### src/rtl/slot_game_ctrl_pkg.sv
// slot_game_ctrl_pkg: shared widths, FSM states, payout constants and credit arithmetic
package slot_game_ctrl_pkg;
  localparam int SYM_W = 4;
  localparam int CREDIT_W = 8;
  localparam int REELS = 3;
  localparam logic [SYM_W-1:0] FEVER_SYM = SYM_W'(7);
  localparam logic [CREDIT_W-1:0] CREDIT_INIT = CREDIT_W'(3);
  localparam logic [CREDIT_W-1:0] PAYOUT_SMALL = CREDIT_W'(5);
  localparam logic [CREDIT_W-1:0] PAYOUT_BIG = CREDIT_W'(15);
  typedef enum logic [1:0] {IDLE = 2'd0, SPIN = 2'd1, JUDGE = 2'd2} state_t;
  function automatic logic [CREDIT_W-1:0] sat_add(input logic [CREDIT_W-1:0] a, input logic [CREDIT_W-1:0] b);
    logic [CREDIT_W:0] s;
    s = {1'b0, a} + {1'b0, b};
    return s[CREDIT_W] ? '1 : s[CREDIT_W-1:0];
  endfunction
endpackage

### src/rtl/slot_game_ctrl_if.sv
// slot_game_ctrl_if: buttons and live reel symbols in, reel control and game status out
interface slot_game_ctrl_if;
  import slot_game_ctrl_pkg::*;
  logic start_pulse;
  logic [REELS-1:0] stop_pulse;
  logic [SYM_W-1:0] reel_sym0;
  logic [SYM_W-1:0] reel_sym1;
  logic [SYM_W-1:0] reel_sym2;
  logic [REELS-1:0] reel_run;
  logic master_state;
  logic fever;
  logic [CREDIT_W-1:0] credit;
  logic win;
  logic [REELS*SYM_W-1:0] stop_sym;
  modport master(
    output start_pulse, stop_pulse, reel_sym0, reel_sym1, reel_sym2,
    input reel_run, master_state, fever, credit, win, stop_sym
  );
  modport slave(
    input start_pulse, stop_pulse, reel_sym0, reel_sym1, reel_sym2,
    output reel_run, master_state, fever, credit, win, stop_sym
  );
endinterface

### src/rtl/slot_game_ctrl_fever_timer.sv
// slot_game_ctrl_fever_timer: reloadable down-counter whose nonzero state is the fever window
module slot_game_ctrl_fever_timer #(
  parameter int TMR_W = 24,
  parameter int FEVER_CYCLES = 12_000_000
) (
  input  logic clock,
  input  logic reset_n,
  input  logic load,
  output logic active
);
  logic [TMR_W-1:0] tmr;
  logic [TMR_W-1:0] tmr_nxt;
  assign tmr_nxt = load ? TMR_W'(FEVER_CYCLES) : (tmr != '0 ? tmr - TMR_W'(1) : tmr);
  // reload takes priority over expiry so a back-to-back jackpot keeps fever high
  always_ff @(posedge clock or negedge reset_n)
    if (!reset_n) begin
      tmr <= '0;
      active <= 1'b0;
    end else begin
      tmr <= tmr_nxt;
      active <= tmr_nxt != '0;
    end
endmodule

### src/rtl/slot_game_ctrl.sv
// slot_game_ctrl: start/stop sequencing of three reels, judging, credits and fever window
module slot_game_ctrl
  import slot_game_ctrl_pkg::*;
#(
  parameter int TMR_W = 24,
  parameter int FEVER_CYCLES = 12_000_000
) (
  input logic clock,
  input logic reset_n,
  slot_game_ctrl_if.slave bus
);
  state_t state;
  state_t state_nxt;
  logic [REELS-1:0] run_nxt;
  logic ms_nxt;
  logic win_nxt;
  logic load;
  logic [CREDIT_W-1:0] credit_nxt;
  logic [REELS*SYM_W-1:0] ss_nxt;
  logic [REELS*SYM_W-1:0] live;
  logic [REELS-1:0] hit;
  logic all_eq;
  logic big;
  assign live = {bus.reel_sym2, bus.reel_sym1, bus.reel_sym0};
  assign hit = bus.stop_pulse & bus.reel_run;
  assign all_eq = bus.stop_sym[0 +: SYM_W] == bus.stop_sym[SYM_W +: SYM_W]
               && bus.stop_sym[SYM_W +: SYM_W] == bus.stop_sym[2*SYM_W +: SYM_W];
  assign big = all_eq && bus.stop_sym[0 +: SYM_W] == FEVER_SYM;
  slot_game_ctrl_fever_timer #(.TMR_W(TMR_W), .FEVER_CYCLES(FEVER_CYCLES)) u_fever (
    .clock(clock),
    .reset_n(reset_n),
    .load(load),
    .active(bus.fever)
  );
  // next game state, reel latching and credit arithmetic
  always_comb begin
    state_nxt = state;
    run_nxt = bus.reel_run;
    ms_nxt = bus.master_state;
    win_nxt = 1'b0;
    load = 1'b0;
    credit_nxt = bus.credit;
    ss_nxt = bus.stop_sym;
    case (state)
      IDLE:
        if (bus.start_pulse && (bus.fever || bus.credit != '0)) begin
          state_nxt = SPIN;
          run_nxt = '1;
          ms_nxt = 1'b1;
          credit_nxt = bus.fever ? bus.credit : bus.credit - CREDIT_W'(1);
        end
      SPIN: begin
        for (int i = 0; i < REELS; i++)
          if (hit[i]) ss_nxt[i*SYM_W +: SYM_W] = live[i*SYM_W +: SYM_W];
        run_nxt = bus.reel_run & ~bus.stop_pulse;
        state_nxt = run_nxt == '0 ? JUDGE : SPIN;
      end
      JUDGE: begin
        state_nxt = IDLE;
        ms_nxt = 1'b0;
        win_nxt = all_eq;
        load = big;
        credit_nxt = all_eq ? sat_add(bus.credit, big ? PAYOUT_BIG : PAYOUT_SMALL) : bus.credit;
      end
      default: state_nxt = IDLE;
    endcase
  end
  // all game outputs are registered
  always_ff @(posedge clock or negedge reset_n)
    if (!reset_n) begin
      state <= IDLE;
      bus.reel_run <= '0;
      bus.master_state <= 1'b0;
      bus.win <= 1'b0;
      bus.credit <= CREDIT_INIT;
      bus.stop_sym <= '0;
    end else begin
      state <= state_nxt;
      bus.reel_run <= run_nxt;
      bus.master_state <= ms_nxt;
      bus.win <= win_nxt;
      bus.credit <= credit_nxt;
      bus.stop_sym <= ss_nxt;
    end
endmodule

### src/flat_wrapper.sv
// flat-port wrapper written by rule: the top's interface ports become plain ports
module slot_game_ctrl_flat import slot_game_ctrl_pkg::*;
#(
  parameter int TMR_W = 24,
  parameter int FEVER_CYCLES = 12_000_000
)
  (clock, reset_n, bus_start_pulse, bus_stop_pulse, bus_reel_sym0, bus_reel_sym1, bus_reel_sym2, bus_reel_run, bus_master_state, bus_fever, bus_credit, bus_win, bus_stop_sym);
  slot_game_ctrl_if bus_i ();
  input logic clock;
  input logic reset_n;
  input wire logic [$bits(bus_i.start_pulse)-1:0] bus_start_pulse;
  input wire logic [$bits(bus_i.stop_pulse)-1:0] bus_stop_pulse;
  input wire logic [$bits(bus_i.reel_sym0)-1:0] bus_reel_sym0;
  input wire logic [$bits(bus_i.reel_sym1)-1:0] bus_reel_sym1;
  input wire logic [$bits(bus_i.reel_sym2)-1:0] bus_reel_sym2;
  output wire logic [$bits(bus_i.reel_run)-1:0] bus_reel_run;
  output wire logic [$bits(bus_i.master_state)-1:0] bus_master_state;
  output wire logic [$bits(bus_i.fever)-1:0] bus_fever;
  output wire logic [$bits(bus_i.credit)-1:0] bus_credit;
  output wire logic [$bits(bus_i.win)-1:0] bus_win;
  output wire logic [$bits(bus_i.stop_sym)-1:0] bus_stop_sym;
  assign bus_i.start_pulse = bus_start_pulse;
  assign bus_i.stop_pulse = bus_stop_pulse;
  assign bus_i.reel_sym0 = bus_reel_sym0;
  assign bus_i.reel_sym1 = bus_reel_sym1;
  assign bus_i.reel_sym2 = bus_reel_sym2;
  assign bus_reel_run = bus_i.reel_run;
  assign bus_master_state = bus_i.master_state;
  assign bus_fever = bus_i.fever;
  assign bus_credit = bus_i.credit;
  assign bus_win = bus_i.win;
  assign bus_stop_sym = bus_i.stop_sym;
  slot_game_ctrl #(.TMR_W(TMR_W), .FEVER_CYCLES(FEVER_CYCLES)) u_core (.clock(clock), .reset_n(reset_n), .bus(bus_i));
endmodule
### config.mk
export PLATFORM = sky130hd
export DESIGN_NAME = slot_game_ctrl_flat
export DESIGN_NICKNAME = d
export VERILOG_FILES = /design/src/rtl/slot_game_ctrl_pkg.sv /design/src/rtl/slot_game_ctrl_if.sv /design/src/rtl/slot_game_ctrl_fever_timer.sv /design/src/rtl/slot_game_ctrl.sv /design/src/flat_wrapper.sv
export SDC_FILE = /design/constraint.sdc
export NUM_CORES = 1
export LEC_CHECK = 0
export ABC_AREA = 1
export CAP_MARGIN = 25
export CORE_UTILIZATION = 45
export CTS_BUF_LIST = sky130_fd_sc_hd__clkbuf_4
export DETAILED_ROUTE_END_ITERATION = 7
export GPL_TIMING_DRIVEN = 0
export MAX_ROUTING_LAYER = met4
export PLACE_DENSITY = 0.72
export SLEW_MARGIN = 20
export SYNTH_ARGS = -nofsm -noshare
export SYNTH_HDL_FRONTEND = slang
export SYNTH_HIERARCHICAL = 1
export SYNTH_SLANG_ARGS = --single-unit
### constraint.sdc
create_clock -name clock -period 4.5 [get_ports clock]
set_clock_uncertainty 0.05 [all_clocks]
set_input_delay 0.675 -clock clock [delete_from_list [all_inputs] [get_ports clock]]
set_output_delay 0.675 -clock clock [all_outputs]
set_load 0.02 [all_outputs]
* After elaboration in Yosys (flattened, before gate mapping)
Index checks and enable logic that the tools add are counted.
** Operators by class
- Add/sub/neg operators :: 3
- Equal/unequal tests :: 8
- Multiplexer cells :: 17
- Bitwise gates (word level) :: 3
- Reduce and logical (&&, ||, !) cells :: 17
** Operators with widths (count)
- 24-bit two-way mux :: 2
- 24-bit nonzero test :: 2
- 8-bit two-way mux :: 4
- 24-bit by 1-bit subtractor with 24-bit output (second input constant) :: 1
- 8-bit case mux with 2 select lines :: 1
- 2-bit AND reduction :: 5
- 8-bit by 8-bit adder with 9-bit output :: 1
- 4-bit equality test :: 2
- 8-bit nonzero test :: 1
- 8-bit by 1-bit subtractor with 8-bit output (second input constant) :: 1
- 3-bit AND :: 2
- 3-bit case mux with 2 select lines :: 1
- 4-bit by 3-bit equality test with 1-bit output (second input constant) :: 1
- 2-bit two-way mux :: 2
- 4-bit two-way mux :: 1
- 2-bit by 1-bit inequality test with 1-bit output (second input constant) :: 2
- 2-bit case mux with 2 select lines :: 1
- 4-bit AND reduction :: 1
- 2-bit nonzero test :: 2
- 1-bit logical AND :: 3
- 3-bit logical NOT :: 1
- 1-bit two-way mux :: 3
- 3-bit two-way mux :: 1
- 3-bit NOT :: 1
- other kinds (6) :: 6
** Storage, ports and cells
- Flip-flop bits (word level) :: 52
- Input bits :: 18
- Output and inout bits :: 26
- Logic and storage cells :: 58

* Depth between registers and ports, before layout
- Depth after elaboration :: 8
- Depth in mapped cells :: 18
- Depth with buffers taken out :: 18

* Hierarchy
Netlist, hierarchy kept.
** Modules (own cells, without submodules)
- slot_game_ctrl_fever_timer :: times used 1, cells an instance 268, area an instance 1776.7 um^2, sequential area each 625.6 um^2
- slot_game_ctrl :: times used 1, cells an instance 224, area an instance 1764.2 um^2, sequential area each 678.2 um^2

* Least setup slack after synthesis
OpenSTA, ideal clock, no wires.
- Kind :: register to register
- From :: register u_core.bus.stop_sym[0]
- To :: register u_core.bus.credit[4]
- Setup time :: 116 ps
- Data arrival time :: 2062 ps
- Slack :: 2272 ps
- Cell stages (with the launch flop) :: 16
- Buffers on the path :: 0
- Period minus slack after synthesis :: 2228 ps
- Path through :: dfrtp_1 -> o21ai_1 -> nand2_1 -> nor2_2 -> nand2_1 -> nor2_1 -> inv_1 -> fa_1 -> nand2_1 -> nand2_1 -> nand2_2 -> nand2_1 -> a21oi_1 -> nor2_1 -> nand2_1 -> nand2_1
** Between the ends
- Longest elaborated chain between the ends :: 8
- Elaborated cells on any way between the ends :: 11
- Classes of those cells :: 1 x add/sub; 3 x eq/ne; 4 x mux; 3 x reduce/logical
** RTL lines
- start, declared :: RTL line slot_game_ctrl_if.sv:21 : output reel_run, master_state, fever, credit, win, stop_sym
- start signal, assigned :: RTL line slot_game_ctrl.sv:83 : bus.stop_sym <= ss_nxt;
- 4-bit equality test :: RTL line slot_game_ctrl.sv:26 : assign all_eq = bus.stop_sym[0 +: SYM_W] == bus.stop_sym[SYM_W +: SYM_W]
- 1-bit logical AND :: RTL line slot_game_ctrl.sv:27 : && bus.stop_sym[SYM_W +: SYM_W] == bus.stop_sym[2*SYM_W +: SYM_W];
- 1-bit logical AND :: RTL line slot_game_ctrl.sv:28 : assign big = all_eq && bus.stop_sym[0 +: SYM_W] == FEVER_SYM;
- 4-bit two-way mux :: RTL line slot_game_ctrl.sv:63 : credit_nxt = all_eq ? sat_add(bus.credit, big ? PAYOUT_BIG : PAYOUT_SMALL) : bus.credit;
- 8-bit by 8-bit adder with 9-bit output :: RTL line slot_game_ctrl_pkg.sv:13 : s = {1'b0, a} + {1'b0, b};
- 8-bit two-way mux :: RTL line slot_game_ctrl_pkg.sv:14 : return s[CREDIT_W] ? '1 : s[CREDIT_W-1:0];
- 8-bit two-way mux :: RTL line slot_game_ctrl.sv:63
- 8-bit case mux with 2 select lines :: RTL line slot_game_ctrl.sv:44 : case (state)
- end signal, assigned :: RTL line slot_game_ctrl.sv:82 : bus.credit <= credit_nxt;
- end, declared :: RTL line slot_game_ctrl_if.sv:21
Several ways; a longest one is shown, not always the timed one. The select of a mux whose other input is x is not followed.
A chain may end at the register's enable or synchronous reset.

* Final worst setup path
- From :: register u_core.bus.stop_sym[5]
- To :: register u_core.bus.credit[2]
** Between the ends
- Longest elaborated chain between the ends :: 8
- Elaborated cells on any way between the ends :: 11
- Classes of those cells :: 1 x add/sub; 3 x eq/ne; 4 x mux; 3 x reduce/logical
** RTL lines (RTL line)
- 4-bit equality test, on equally long branches :: slot_game_ctrl.sv:26, slot_game_ctrl.sv:27
- 1-bit logical AND * :: slot_game_ctrl.sv:27
- 1-bit logical AND :: slot_game_ctrl.sv:28
- 4-bit two-way mux :: slot_game_ctrl.sv:63
- 8-bit by 8-bit adder with 9-bit output :: slot_game_ctrl_pkg.sv:13
- 8-bit two-way mux :: slot_game_ctrl_pkg.sv:14
- 8-bit two-way mux :: slot_game_ctrl.sv:63
- 8-bit case mux with 2 select lines :: slot_game_ctrl.sv:44
Mark *: on every way between the ends. The rest lies on a longest branch, timed or not. The select of a mux whose other input is x is not followed.

==> flow_results.xml <==
<?xml version="1.0" encoding="UTF-8"?>
<metrics>
  <group name="drt">
    <metric name="avgRoutedWirePerCell" unit="um">13.3</metric>
    <metric name="detailedRoute.firstPassIterationCount" unit="">5</metric>
    <metric name="final_antenna_net_count" unit="">0</metric>
    <metric name="wl" unit="mm">8.52</metric>
    <metric name="vias" unit="">3321</metric>
    <metric name="detail_route.iter0.violations" unit="">211</metric>
    <metric name="drc" unit="">0</metric>
    <metric name="route.detailed.vias_per_inst" unit="">5.17</metric>
  </group>
  <group name="floorplan">
    <metric name="fp.dieArea" unit="mm2">0.00823</metric>
    <metric name="initial_core_util" unit="%">47.5</metric>
    <metric name="fp.dieW" unit="um">90.7</metric>
    <metric name="die_height" unit="um">90.7</metric>
    <metric name="coreArea" unit="mm2">0.00745</metric>
    <metric name="boundaryPins" unit="">44</metric>
    <metric name="rows" unit="">31</metric>
  </group>
  <group name="finish">
    <metric name="final.fill_count" unit="">731</metric>
    <metric name="layout_area_growth_over_synthesis" unit="%">17.3</metric>
    <metric name="drive_above_1_share" unit="%">12.5</metric>
    <metric name="antenna_cells_inserted" unit="">0</metric>
    <metric name="final_cell_area" unit="mm2">0.00415</metric>
    <metric name="design.final.nets" unit="">566</metric>
  </group>
  <group name="grt">
    <metric name="antenna_found_initial" unit="">0</metric>
    <metric name="via_count_of_the_first_global_routing_pass" unit="">3113</metric>
    <metric name="grtUsageTotal" unit="%">22.7</metric>
    <metric name="maximum_number_of_pins_on_one_net_before_global_route_repair" unit="">53</metric>
    <metric name="grt_first_pass_wirelength" unit="mm">14.7</metric>
    <metric name="grt_remaining_overflow" unit="">0</metric>
  </group>
  <group name="logic_synthesis">
    <metric name="syn_area_per_cell" unit="um2">7.20</metric>
    <metric name="mappedNetlistNets" unit="">516</metric>
    <metric name="number_of_warnings_printed_during_yosys_synthesis" unit="">6</metric>
    <metric name="post_synthesis_cell_area" unit="mm2">0.00354</metric>
    <metric name="cell_variety_after_synth" unit="">36</metric>
    <metric name="yosys_register_bits" unit="">52</metric>
    <metric name="syn_inst" unit="">492</metric>
    <metric name="synth-seq-area-share" unit="%">36.8</metric>
  </group>
  <group name="clock_network">
    <metric name="worst_skew_pair.late_latency" unit="ns">0.38</metric>
    <metric name="cts_htree_levels" unit="">2</metric>
    <metric name="num_clock_sinks" unit="">52</metric>
    <metric name="ctsLongestPathBuffers" unit="">2</metric>
    <metric name="tritoncts" unit="">built</metric>
    <metric name="cts_resized" unit="">0</metric>
    <metric name="cts-buffers-inserted" unit="">5</metric>
    <metric name="hold_buffers" unit="">0</metric>
    <metric name="post-cts-setup-buffers" unit="">0</metric>
    <metric name="root_buf_cell" unit="">sky130_fd_sc_hd__clkbuf_4</metric>
    <metric name="clk_pin_slew" unit="ns">0.16</metric>
  </group>
  <group name="setup_path">
    <metric name="criticalPathCategory" unit="">reg2reg</metric>
    <metric name="critical_path.startpoint_type" unit="">flop</metric>
    <metric name="cp_data_arrival_time" unit="ns">2.74</metric>
    <metric name="critical_path_sink_type" unit="">flop</metric>
    <metric name="crit_required" unit="ns">4.78</metric>
    <metric name="max_stage_delay" unit="ns">0.45</metric>
    <metric name="timing.critical_path.cells" unit="">nor2_1, nand2_1, nand2_1, nand2_1, inv_1, nand2_1, nor2_1, inv_1, fa_1, nand2_1, nand2_1, nand2_2, nand2_2, a31oi_1, nand3_1, nand2_1</metric>
    <metric name="cp_slowest_cell" unit="">sky130_fd_sc_hd__dfrtp_1</metric>
    <metric name="critPathMostFrequentCell" unit="">sky130_fd_sc_hd__nand2_1</metric>
    <metric name="worst_path_dominant_cell_family" unit="">simple AND/OR/NAND/NOR gates</metric>
    <metric name="path_buf_inv" unit="">2</metric>
    <metric name="critical_path.max_fanout" unit="">6</metric>
  </group>
  <group name="timing">
    <metric name="fin_setup_tns" unit="ns">0</metric>
    <metric name="timing.final.max_slew_violations" unit="">0</metric>
    <metric name="rsz_0062_raised_after_global_routing" unit="">false</metric>
    <metric name="clock.fmax" unit="MHz">405</metric>
    <metric name="timing_hold_violations_final" unit="">0</metric>
    <metric name="worst_hold_slack" unit="ns">0.250</metric>
    <metric name="report.final.setup_viol" unit="">0</metric>
    <metric name="slew_headroom" unit="%">56.4</metric>
    <metric name="timing_worst_slew_pin_value" unit="ns">0.655</metric>
    <metric name="finalCritPeriodShare" unit="%">54.8</metric>
    <metric name="timing.final.crit_period" unit="ns">2.47</metric>
  </group>
  <group name="placement">
    <metric name="dpl.hpwl" unit="mm">6.56</metric>
    <metric name="port_buffers" unit="">43</metric>
    <metric name="detailed_place.area" unit="mm2">0.00409</metric>
    <metric name="routability_congestion_estimate" unit="">0.923</metric>
  </group>
  <group name="pwr">
    <metric name="p_leak" unit="nW">2.42</metric>
    <metric name="vdd_drop_max" unit="uV">94.8</metric>
    <metric name="power_per_cell_area" unit="mW/mm2">175</metric>
  </group>
  <group name="run">
    <metric name="maxCapViolCount" unit="">0</metric>
  </group>
  <group name="hold_path">
    <metric name="timing.hold.worst.class" unit="">in2async</metric>
  </group>
  <group name="status">
    <metric name="status" unit="">complete, no violations</metric>
  </group>
</metrics>
## flip-flops by register name, summed over array words and instances (netlist names)
signal,flops
u_core/state,2
u_core/bus.win,1
u_core/u_fever/tmr,24
u_core/bus.master_state,1
u_core/bus.credit,8
u_core/bus.reel_run,3
u_core/u_fever/active,1
u_core/bus.stop_sym,12
## placed cells by master, fill, tap and decap left out, types with 2 or more instances in the layout
cell type	netlist	final
sky130_fd_sc_hd__xor2_1	4	4
sky130_fd_sc_hd__inv_1	60	60
sky130_fd_sc_hd__inv_2	4	4
sky130_fd_sc_hd__dfrtp_1	50	50
sky130_fd_sc_hd__nand3b_1	4	4
sky130_fd_sc_hd__nand2_2	10	10
sky130_fd_sc_hd__a21oi_1	13	13
sky130_fd_sc_hd__mux2_4	8	8
sky130_fd_sc_hd__nand2_1	147	147
sky130_fd_sc_hd__clkdlybuf4s50_1	0	42
sky130_fd_sc_hd__clkbuf_4	0	6
sky130_fd_sc_hd__o21ai_1	5	5
sky130_fd_sc_hd__nor3_1	3	3
sky130_fd_sc_hd__dfstp_2	2	2
sky130_fd_sc_hd__nor2_1	63	63
sky130_fd_sc_hd__nand4_1	9	9
sky130_fd_sc_hd__buf_6	2	2
sky130_fd_sc_hd__o21ai_0	9	9
sky130_fd_sc_hd__xnor2_1	3	3
sky130_fd_sc_hd__nor2_4	4	4
sky130_fd_sc_hd__nand3_4	5	5
sky130_fd_sc_hd__nor2_2	17	17
sky130_fd_sc_hd__ha_1	5	5
sky130_fd_sc_hd__nand3_1	51	51
## layer usage
metal	share of wire, %	up-vias	global-route usage, %
li1	-	1660	-
met1	48	1553	31.4
met2	46	96	35.0
met3	4.9	12	3.28
met4	1.5	0	5.38
met5	0	-	-
## cells by family after synthesis
group | Yosys count | synth area share, %
muxes | 8 | 3.39
xor gates and xnor gates | 7 | 1.73
and+or+nand+nor | 318 | 42.7
buffers and inverters | 68 | 7.67
AOI/OAI and AO/OA | 33 | 5.37
adders and majority gates | 6 | 2.33
DFF | 52 | 36.8
## layout make-up
cell class                      instances  area (um2)  share of cell area (%)
Tap cell                               99         124                    2.98
Clock inverter                          2        16.3                   0.392
Timing Repair Buffer                   43         428                    10.3
Inverter                               64         240                    5.78
Multi-Input combinational cell        372        1970                    47.3
Sequential cell                        52        1300                    31.4
Clock buffer                            6        45.0                    1.08
Buffer                                  4        31.3                   0.753
## report_power, final
part           internal [W]  switching [W]  total [W]
logic             0.0000143      0.0000134  0.0000277
registers          0.000468    0.000000220   0.000468
clock network     0.0000698       0.000162   0.000231
## cells in the mapped netlist, drive strengths merged
library cell / count / share of area (%)
a21boi: 1 / 0.21
a21oi: 15 / 2.5
a31oi: 1 / 0.18
buf: 3 / 0.78
clkbuf: 1 / 0.11
dfrtp: 50 / 35
dfstp: 2 / 1.5
fa: 1 / 0.57
ha: 5 / 1.8
inv: 64 / 6.8
mux2: 8 / 3.4
nand2: 158 / 18
nand3: 57 / 10
nand3b: 4 / 0.85
nand4: 9 / 1.6
nor2: 85 / 12
nor3: 4 / 0.88
nor3b: 1 / 0.21
o2111ai: 1 / 0.25
o211ai: 1 / 0.21
o21ai: 14 / 2.0
xnor2: 3 / 0.74
xor2: 4 / 0.99
## final timing paths
kind | start | end | slack [ns] | depth (start not counted)
worst min register to register | u_core/bus.master_state$_DFFE_PN0P_ | u_core/bus.master_state$_DFFE_PN0P_ | 0.45 | 2
worst max register to register | u_core/bus.stop_sym[5]$_DFFE_PN0P_ | u_core/bus.credit[2]$_DFFE_PN0P_ | 2.03 | 16
max in group asynchronous | reset_n | u_core/bus.master_state$_DFFE_PN0P_ | 3.71 | 1
worst min-delay path | reset_n | u_core/u_fever/tmr[12]$_DFF_PN0_ | 0.25 | 1
min in group clock | u_core/bus.master_state$_DFFE_PN0P_ | u_core/bus.master_state$_DFFE_PN0P_ | 0.45 | 2
worst max-delay path | u_core/bus.stop_sym[5]$_DFFE_PN0P_ | u_core/bus.credit[2]$_DFFE_PN0P_ | 2.03 | 16
## through the flow
stage               cells  worst slack, ns  util (%)  power [W]
detailed placement    634             2.11      55.0   0.000506
global route          642             1.78      55.8   0.000764
CTS                   642             2.06      55.8   0.000737
finish                642             2.03      55.8   0.000727
floorplan             492             2.27         -   0.000479
global placement      634             1.16      55.0   0.000505
(Power assumes the default switching activity.)
